$ cat config.mk
export PLATFORM = sky130hd
export DESIGN_NAME = imm_extend_unit
export DESIGN_NICKNAME = d
export VERILOG_FILES = /design/src/rtl/riscv_pkg.sv /design/src/rtl/imm_extend_unit.sv
export SDC_FILE = /design/constraint.sdc
export NUM_CORES = 1
export LEC_CHECK = 0
export BUFFER_PORTS_ARGS = -buffer_cell sky130_fd_sc_hd__buf_2
export CORE_AREA = 2 2 39 41
export DETAILED_ROUTE_END_ITERATION = 8
export DIE_AREA = 0 0 41 43
export PLACE_DENSITY = 0.77
export SYNTH_ARGS = -nofsm -noshare
export SYNTH_HDL_FRONTEND = slang
export SYNTH_SLANG_ARGS = --single-unit
$ cat constraint.sdc
create_clock -name vclk -period 1.1
set_input_delay 0.22 -clock vclk [all_inputs]
set_output_delay 0.22 -clock vclk [all_outputs]
set_load 0.1 [all_outputs]
$ cat src/rtl/riscv_pkg.sv
// Shared RV32I decode types: immediate format encoding and the immediate builder.
package riscv_pkg;

    localparam int XLEN = 32;

    typedef enum logic [1:0] {
        IMM_I = 2'b00,
        IMM_S = 2'b01,
        IMM_B = 2'b10,
        IMM_J = 2'b11
    } imm_fmt_e;

    // src is instruction bits [31:7]; bit 31 is the sign for every format.
    function automatic logic [XLEN-1:0] imm_build(input logic [31:7] src, input imm_fmt_e fmt);
        logic [XLEN-1:0] imm;
        imm = '0;
        unique case (fmt)
            IMM_I: imm = {{20{src[31]}}, src[31:20]};
            IMM_S: imm = {{20{src[31]}}, src[31:25], src[11:7]};
            IMM_B: imm = {{19{src[31]}}, src[31], src[7], src[30:25], src[11:8], 1'b0};
            IMM_J: imm = {{11{src[31]}}, src[31], src[19:12], src[20], src[30:21], 1'b0};
        endcase
        return imm;
    endfunction

endpackage

$ cat src/rtl/imm_extend_unit.sv
// RV32I immediate generator with an optional one-cycle output register.
module imm_extend_unit
    import riscv_pkg::*;
#(
    parameter bit REG_OUT = 1'b0,
    parameter int XLEN_P  = XLEN
) (
    input  logic              clk,
    input  logic              rst_n,
    input  logic [31:7]       src,
    input  logic [1:0]        control,
    output logic [XLEN_P-1:0] extended_src
);

    if (XLEN_P != 32) begin : g_bad_xlen
        $error("imm_extend_unit: only XLEN=32 is supported");
    end

    logic [XLEN_P-1:0] ext_d;

    always_comb begin
        ext_d = imm_build(src, imm_fmt_e'(control));
    end

    if (REG_OUT) begin : g_reg
        logic [XLEN_P-1:0] ext_q;

        // Async clear; no enable, so every edge out of reset reloads.
        always_ff @(posedge clk or negedge rst_n) begin
            if (!rst_n) begin
                ext_q <= '0;
            end else begin
                ext_q <= ext_d;
            end
        end

        assign extended_src = ext_q;
    end else begin : g_comb
        // Clock and reset have no role in the pass-through build.
        logic unused_clk_rst;
        assign unused_clk_rst = &{1'b0, clk, rst_n};
        assign extended_src   = ext_d;
    end

endmodule

After elaboration in Yosys (flattened, before gate mapping)

Cells that the tools add are included.

Register bits after elaboration: 0
Word-level logic and storage cells: 5

Equality and inequality tests: 3
Multiplexer cells: 1
Reduce and logical (&&, ||, !) cells: 1

Operator list:

| kind                                                                  | number |
|---|---|
| 32-bit one-hot mux with 4 select lines                                | 1 |
| 2-bit equality test, second input constant                            | 2 |
| 2-bit by 1-bit equality test with 1-bit output, second input constant | 1 |
| 2-bit logical NOT                                                     | 1 |

Logic depth before layout (Yosys ltp)

Gate-level depths: netlist (run 1).

Depth in word-level cells: 2
Depth in mapped cells: 3
Depth with buffers taken out: 2

Worst setup path after synthesis (run 1)

No wires, ideal clock.

Path kind: input -> output
From: input port control[0]
To: output port extended_src[11]
Data arrival time: 1.973 ns
Required time: 0.880 ns
Slack: -1.093 ns
Cell stages on the path: 3
Buffers on the path: 1
Cell sequence: buf_4 -> mux2i_1 -> a21oi_1

Longest elaborated chain between the ends: 2
Elaborated cells between the ends (all ways): 5

Ends and longest elaborated chain:

| item                                              | RTL line              | RTL |
|---|---|---|
| from (decl)                                       | imm_extend_unit.sv:11 | `input logic [1:0] control,` |
| 2-bit equality test, or another cell as far along | riscv_pkg.sv:17       | `unique case (fmt)` |
| 32-bit one-hot mux with 4 select lines *          | riscv_pkg.sv:17       |  |
| to (decl)                                         | imm_extend_unit.sv:12 | `output logic [XLEN_P-1:0] extended_src` |

Mark *: on every way between the ends. The rest lies on a longest branch, timed or not. The select of a mux whose other input is x is not followed.

Worst setup path after layout (run 1)

From: input port control[0]
To: output port extended_src[2]

Same word-level chain as after synthesis.

==> summary.md, run 1 <==
| Metric | Value |
|---|---|
| Post-Synthesis Cells | 39 |
| Mapped Nets | slightly below 70 |
| Fin. max-slew vios | 0 |
| ANT cells | 0 |
| Crit path DAT | 1.10 ns |
| Pwr Total | 1.11 mW |
| ANT nets after route | 0 |
| CP Capture Type | primary output |
| Startpoint types | primary input |
| Chip Width | between 40 and 50 um |
| Number of port buffers | 47 |
| Die Span Y | between 40 and 50 um |
| First-pass GRT wire length | between 2000 and 2500 um |
| Max-cap violations | 0 |
| Register area share after synthesis | 0 |
| CLK BUF | 0 |
| CP dominant cell by count | buf_12 |
| CP Cell Sequence | buf_12 -> xor2_4 -> mux2_4 -> buf_12 |
| Top cells by area, synth | buf_4 44%, a31o_2 22%, mux2_2 14% |
| Final period utilization | 1.20 |
| Final WL | around 1600 um |
| Seq_cells | 0 |
| Relative slew slack | 0.855 |
| Outcome | complete, but fails checks |
| Initial Utilization | 0.233 |
| Global placement routability congestion | 0.616 |
| Comb pwr share | 1.000 |
| Crit-path max cell delay | ~0.35 ns |
| Final hold violation count | 0 |
| Cell variety after synth | 9 |
| DR WL/cell | 17.7 um |
| Fillcell total | 66 |
| Psw | slightly below 0.7 mW |
| Fin area | approximately 1100 um^2 |
| Area grow syn2layout | 251% |
| RSZ-0062 raised after global routing | true |
| Routed vias/inst | around 4.7 |
| Initial drt markers | 2 |
| Internal power | ~0.43 mW |
| Hold path depth | 0 |
| First-pass detailed-route iteration total | 2 |
| Initial antenna violation count | 0 |
| Placed Area | 860 um^2 |
| VDD IR max | 0.000535 V |
| YS warnings | 0 |
| F_max | 757 MHz |
| Sequential cell area | 0 um^2 |
| WHS Endpoint | extended_src[10] |
| Synthesized area per cell | slightly above 8 um^2 |
| Die area | roughly 1800 um^2 |
| Worst-margin pin slew | 0.214 ns |
| WP data required | 0.88 ns |
| Hold WC Path Type | in2out |
| Critical hold path startpoint | src[30] |
| Top-area cell type share of the netlist area | 0.442 |
| Pleak | approximately 0.52 nW |
| Final setup violation count | 14 |
| Power Dens Cells | a little under 1000 nW/um^2 |
| Core area | 1380 um^2 |
| DRC viols | 0 |
| Cell taking the most area after synthesis | buf_4 |
| Largest net degree at the start of global routing | 12 |
| Net Sw Frac | 0.611 |
| Critical Path Fanout Max | 4 |
| Sequential Power Share | 0 |
| Setup CP Type | in2out |
| Final worst slack | -0.221 ns |
| Row count | 14 |
| HPWL after DPL | about 1000 um |
| Share of cells above drive strength 1 | 1.00 |
| I/O pin count | approximately 60 |
| Failing checks | negative setup slack |
| Tot GR Track Use | 0.196 |
| GR Overflow Total | 0 |
| Final Critical Period | ~1.3 ns |
| Clk network pwr share | 0 |
| DR vias | about 430 |
| CP max stage cell | mux2_4 |
| Syn Std Cell Area | approximately 320 um^2 |
| Worst hold margin | between 0.4 and 0.5 ns |
| Final nets | ~110 |
| Number of global-route vias before repair | about 500 |
## per-stage QoR
| step | utilization | cells | TNS (ns) | setup slack (ns) |
|---|---|---|---|---|
| 2_1_floorplan | - | 39 | -1.24 | -0.181 |
| 3_3_place_gp | 0.621 | 87 | -4.21 | -0.324 |
| 3_5_place_dp | 0.621 | 87 | -4.59 | -0.353 |
| 4_1_cts | 0.795 | 91 | -2.28 | -0.213 |
| 5_1_grt | 0.819 | 92 | -3.03 | -0.251 |
| 6_report | 0.819 | 92 | -2.64 | -0.221 |
## routing by layer
layer	global-route usage	routed length (um)	up-vias
li1	-	-	195
met1	0.211	467	192
met2	0.375	933	35
met3	0.0366	185	6
met4	0.0200	41	0
met5	0	0	-
## synthesized netlist by cell type, drive strengths merged
| master | count |
|---|---|
| a21oi | 1 |
| xor2 | 1 |
| a31o | 8 |
| mux2i | 2 |
| nor2 | 2 |
| mux2 | 4 |
| a21boi | 1 |
| buf | 20 |
## cells in the final DEF (no fill, tap or decap)
master and instances:
nor2_4 2, buf_4 4, buf_12 32, buf_2 19
mux2i_4 1, a31o_4 8, buf_8 1, mux2i_2 1
a21oi_4 1, buf_6 1, xor2_4 1, mux2_4 4
a21boi_4 1
## final cells by class
cell class | count | area, um^2 | share of cell area
Timing Repair Buffer | 57 | 792 | 0.699
Multi-Input combinational cell | 19 | 322 | 0.284
Tap cell | 16 | 20.0 | 0.0177
## worst max path at each step
stage                          start                to  cells after the start
after floorplan           control[0]  extended_src[11]                      3
after global placement    control[0]   extended_src[4]                      4
after detailed placement  control[0]   extended_src[2]                      4
after CTS                 control[1]   extended_src[2]                      4
after global routing      control[0]   extended_src[2]                      4
final                     control[0]   extended_src[2]                      4
## worst max-delay path: cells and delay by family
family                    cells  cell delay [ns]
muxes                         1             0.35
xor gates and xnor gates      1             0.25
buffers and inverters         2             0.28
## power groups by stage
| stage | clock network, mW | registers, mW | logic (mW) |
|---|---|---|---|
| floorplan | 0 | 0 | 0.763 |
| global placement | 0 | 0 | 0.941 |
| detailed placement | 0 | 0 | 0.948 |
| CTS | 0 | 0 | 1.09 |
| global route | 0 | 0 | 1.14 |
| finish | 0 | 0 | 1.11 |
## cells by family after synthesis
family / share of synthesized area
buf+inv: 0.457
compound gates: 0.267
mux: 0.202
simple gates: 0.0233
xor+xnor: 0.0504
## repair_timing
action                     CTS  global route
resized for setup           38             3
pin swaps                    3             2
setup endpoints to repair   14            21
cloned                       0             0
hold buffers                 0             0
buffers inserted             4             1
(Power assumes the default switching activity.)
==> run 2: changes to the inputs <==
==> constraint.sdc (replaced) <==
create_clock -name vclk -period 1.1
set_input_delay 0.165 -clock vclk [all_inputs]
set_output_delay 0.165 -clock vclk [all_outputs]
set_load 0.1 [all_outputs]
==> run 2 against run 1 <==
  * The flow still finishes with violations (negative setup slack)
  * Critical endpoint is now extended_src[3]
  * Worst hold slack worse by 0.11 ns
  * Sequential cell count unchanged
  * Design area down 5.4%
  * Largest power group unchanged
  * Core utilization shrank 4.4 points
  * Global-route usage decreased by 2.9 points
  * Critical path depth is the same
  * Wire length fell by 15%
==> summary.md, run 2 (synthesized netlist as in run 1, its figures left out) <==
| Metric | Value |
|---|---|
| Share of cells above drive strength 1 | 0.986 (-0.0135) |
| Die area | 1760 um^2 (unchanged) |
| Final nets | 105 (-1.9%) |
| Sequential cell area | 0 um^2 (unchanged) |
| Initial drt markers | 0 (-2) |
| CP Cell Sequence | buf_8 -> xor2_4 -> mux2_4 -> buf_12 |
| CLK BUF | 0 (unchanged) |
| Relative slew slack | 0.817 (-0.0376) |
| Global placement routability congestion | 0.539 (-13%) |
| HPWL after DPL | 927 um (-12%) |
| ANT nets after route | 0 (unchanged) |
| First-pass detailed-route iteration total | 1 (-1) |
| Row count | 14 (unchanged) |
| Most common cell after layout, fill and taps aside | buf_12 |
| CP bufs+invs | 2 (unchanged) |
| Number of global-route vias before repair | 409 (-17%) |
| Critical Path Fanout Max | 4 (unchanged) |
| Pre-CTS WS | -0.303 ns (+0.0498 ns) |
| Setup CP Type | in2out |
| Chip Width | 41 um (unchanged) |
| Final setup violation count | 12 (-2) |
| Core area | 1380 um^2 (unchanged) |
| Fin. max-slew vios | 0 (unchanged) |
| Initial Utilization | 0.233 (unchanged) |
| Worst-margin pin slew | 0.267 ns (+0.0530 ns) |
| CP delay by family, top | multiplexers |
| Crit path DAT | 1.03 ns (-0.07 ns) |
| Die Span Y | 43 um (unchanged) |
| Seq_cells | 0 (unchanged) |
| Final hold violation count | 0 (unchanged) |
| Number of port buffers | 47 (unchanged) |
| Fillcell total | 75 (+14%) |
| Hold WC Path Type | in2out |
| GR Overflow Total | 0 (unchanged) |
| Largest net degree at the start of global routing | 12 (unchanged) |
| Startpoint types | primary input |
| Area grow syn2layout | 232% |
| Initial antenna violation count | 0 (unchanged) |
| Failing checks | negative setup slack |
| ANT cells | 0 (unchanged) |
| First-pass GRT wire length | 2100 um (-12%) |
| I/O pin count | 61 (unchanged) |
| DR WL/cell | 15.3 um (-14%) |
| Final WL | 1380 um (-15%) |
| Power Dens Cells | 998 nW/um^2 (+2.0%) |
| Final worst slack | -0.0987 ns (+0.122 ns) |
| Outcome | complete, but fails checks |
| Fin util | 0.775 (-0.0443) |
| CP max stage cell | mux2_4 |
| CP Capture Type | primary output |
| DR vias | 416 (-2.8%) |
| Worst hold margin | 0.330 ns (-0.110 ns) |
| WP data required | 0.94 ns (+0.06 ns) |
| DRC viols | 0 (unchanged) |
| Pleak | 0.500 nW (-4.3%) |
| Final period utilization | 1.09 (-0.111) |
| F_max | 834 MHz (+10%) |
| Crit-path max cell delay | 0.35 ns (about the same) |
| VDD IR max | 0.000566 V (+5.7%) |
| Final Critical Period | 1.20 ns (-0.122 ns) |
| Most frequent cells in the layout | 27 x buf_12, 19 x buf_2, 8 x a31o_4 |
| RSZ-0062 raised after global routing | true |
| Tot GR Track Use | 0.168 (-0.0286) |
| Max-cap violations | 0 (unchanged) |
| Routed vias/inst | 4.62 (-0.64%) |
==> run 2: cell types whose count changed in the layout (fill, tap and decap cells not counted), sizes merged <==
cell	delta
buf	-3
clkbuf	+1
==> run 2: layer usage <==
| layer | track usage | share of wire | vias to the layer above |
|---|---|---|---|
| met1 | 0.206 | 0.30 | 195 |
| li1 | - | - | 194 |
| met4 | 0.0267 | 0.0029 | 0 |
| met2 | 0.300 | 0.60 | 25 |
| met5 | 0 | 0 | - |
| met3 | 0.0157 | 0.091 | 2 |
==> run 2: layout make-up <==
| cell class | count | area (um^2) | share of cell area |
|---|---|---|---|
| timing repair buffer | 55 | 751 | 0.700 |
| multi-input combinational | 19 | 302 | 0.281 |
| tap | 16 | 20.0 | 0.0187 |
==> run 2: report_power, final <==
| part | switching (mW) | internal (mW) |
|---|---|---|
| combinational | 0.662 | 0.408 |
| clock | 0 | 0 |
| sequential | 0 | 0 |
| total | 0.662 | 0.408 |
==> run 2: per-stage QoR <==
step	total power, mW	area (um^2)	setup TNS [ns]	std cells
2_1_floorplan	0.744	359	-0.187	39
3_3_place_gp	0.924	836	-2.38	88
3_5_place_dp	0.932	836	-2.66	88
4_1_cts	1.06	1050	-0.786	89
5_1_grt	1.10	1070	-1.47	90
6_report	1.07	1070	-1.01	90
==> run 2: final timing paths <==
| kind | startpoint | endpoint | slack [ns] | depth (start not counted) |
|---|---|---|---|---|
| setup / recovery | control[1] | extended_src[3] | -0.1 | 4 |
| hold / removal | src[27] | extended_src[7] | 0.33 | 0 |
==> run 2: repair_timing <==
item | CTS | global route
pin swaps | 2 | 1
buffers inserted | 1 | 0
endpoints found under the setup margin | 14 | 13
gates resized for setup | 42 | 0
hold buffers | 0 | 0
gates cloned | 0 | 1
==> run 3: changes to the inputs <==
Clock period 1.1 ns to 1.5 ns, I/O delays scaled along.
==> run 3 against run 2 <==
  * The run now ends clean
  * Wire length fell by 31%
  * Setup slack improved by 0.15 ns
  * First-iteration DRC count rose by 2
  * Via count fell by 11%
  * Design area fell by 40%
==> summary.md, run 3 (synthesized netlist as in run 1, its figures left out) <==
| Metric | Value |
|---|---|
| Die Span Y | 43 um (unchanged) |
| Final WL | 946 um (-31%) |
| Initial drt markers | 2 (+2) |
| ANT cells | 0 (unchanged) |
| Worst-margin pin slew | 0.486 ns (+0.220 ns) |
| F_max | approximately 690 MHz |
| DR vias | 369 (-11%) |
| Area grow syn2layout | 101% |
| Share of cells above drive strength 1 | 0.957 (-0.0293) |
| Crit path DAT | 1.22 ns (+0.19 ns) |
| DR WL/cell | 11.0 um (-28%) |
| Number of global-route vias before repair | 343 (-16%) |
| Power Dens Cells | 948 nW/um^2 (-5.1%) |
| RSZ-0062 raised after global routing | false |
| Hold WC Path Type | in2out |
| DRC viols | 0 (unchanged) |
| Initial antenna violation count | 0 (unchanged) |
| Relative slew slack | 0.678 (-0.139) |
| I/O pin count | 61 (unchanged) |
| Initial Utilization | 0.233 (unchanged) |
| Final Critical Period | 1.45 ns |
| ANT nets after route | 0 (unchanged) |
| Global placement routability congestion | 0.639 (+19%) |
| Number of port buffers | 47 (unchanged) |
| Row count | 14 (unchanged) |
| Startpoint types | primary input |
| Placed insts | 86 (-2.3%) |
| WP data required | 1.27 ns (+0.33 ns) |
| Setup CP Type | in2out |
| Seq_cells | 0 (unchanged) |
| Routed vias/inst | 4.29 (-7.2%) |
| CLK BUF | 0 (unchanged) |
| Cell Count, Final, Fillers Out | 86 (-4.4%) |
| Chip Width | 41 um (unchanged) |
| VDD IR max | 0.000427 V (-25%) |
| Core area | 1380 um^2 (unchanged) |
| Setup TNS | 0 ns (+1.01 ns) |
| Pleak | 0.330 nW (-34%) |
| Final hold violation count | 0 (unchanged) |
| Most common cell after layout, fill and taps aside | buf_2 |
| Outcome | finished, final reports clean |
| Critical Path Fanout Max | 4 (unchanged) |
| Largest net degree at the start of global routing | 14 (+2) |
| Fin. max-slew vios | 0 (unchanged) |
| Die area | 1760 um^2 (unchanged) |
| Final period utilization | 0.966 |
| Final nets | 101 (-3.8%) |
| CP Capture Type | primary output |
| HPWL after DPL | 816 um (-12%) |
| Worst hold margin | 0.450 ns (+0.120 ns) |
| First-pass detailed-route iteration total | 4 (+3) |
| Final setup violation count | 0 (-12) |
| First-pass GRT wire length | 1480 um (-30%) |
| Most frequent cells in the layout | 34 x buf_2, 10 x buf_12, 8 x a31o_2 |
| Sequential cell area | 0 um^2 (unchanged) |
| Tot GR Track Use | 0.112 (-0.0558) |
| GR Overflow Total | 0 (unchanged) |
| Max-cap violations | 0 (unchanged) |
run 3: cell types whose count changed in the layout (fill, tap and decap cells not counted), sizes merged:
cell,change
clkbuf,+1
buf,-5
run 3: where the power goes:
| part | switching [mW] | internal (mW) |
|---|---|---|
| combinational | 0.446 | 0.168 |
| clock | 0 | 0 |
| sequential | 0 | 0 |
run 3: stage by stage:
step / area [um^2] / power (mW) / setup slack (ns) / utilization
after CTS: 629 / 0.609 / 0.0175 / 0.455
final: 648 / 0.614 / 0.0505 / 0.468
after global routing: 648 / 0.631 / 0.00930 / 0.468
after floorplan: 342 / 0.538 / 0.166 / -
after global placement: 629 / 0.605 / 0.0318 / 0.455
after detailed placement: 629 / 0.608 / 0.0189 / 0.455
run 3: final cells by class:
cell class,instances,area [um^2]
Tap cell,16,20.0
Multi-Input combinational cell,19,205
Timing Repair Buffer,51,423
Fill cell,139,736
run 3: what timing repair did:
action	4_1_cts	5_1_grt
setup buffers	0	0
gates resized for setup	0	5
endpoints found under the setup margin	0	4
hold buffers	0	0
run 3: final timing paths:
| path | startpoint | end | slack, ns | cells after the start |
|---|---|---|---|---|
| worst min-delay path | src[27] | extended_src[7] | 0.45 | 0 |
| worst max-delay path | control[1] | extended_src[3] | 0.05 | 4 |
run 3: layer usage:
metal  track usage  up-vias  share of wire
met2         0.209       17           0.59
li1              -      184              -
met5             0        -              0
met1         0.143      168           0.34
met4             0        0              0
met3             0        0          0.075
run 3: worst max-delay path, cell delays in order:
cell    delay [ns]
buf_2         0.16
xor2_4        0.21
mux2_2        0.35
buf_2         0.29
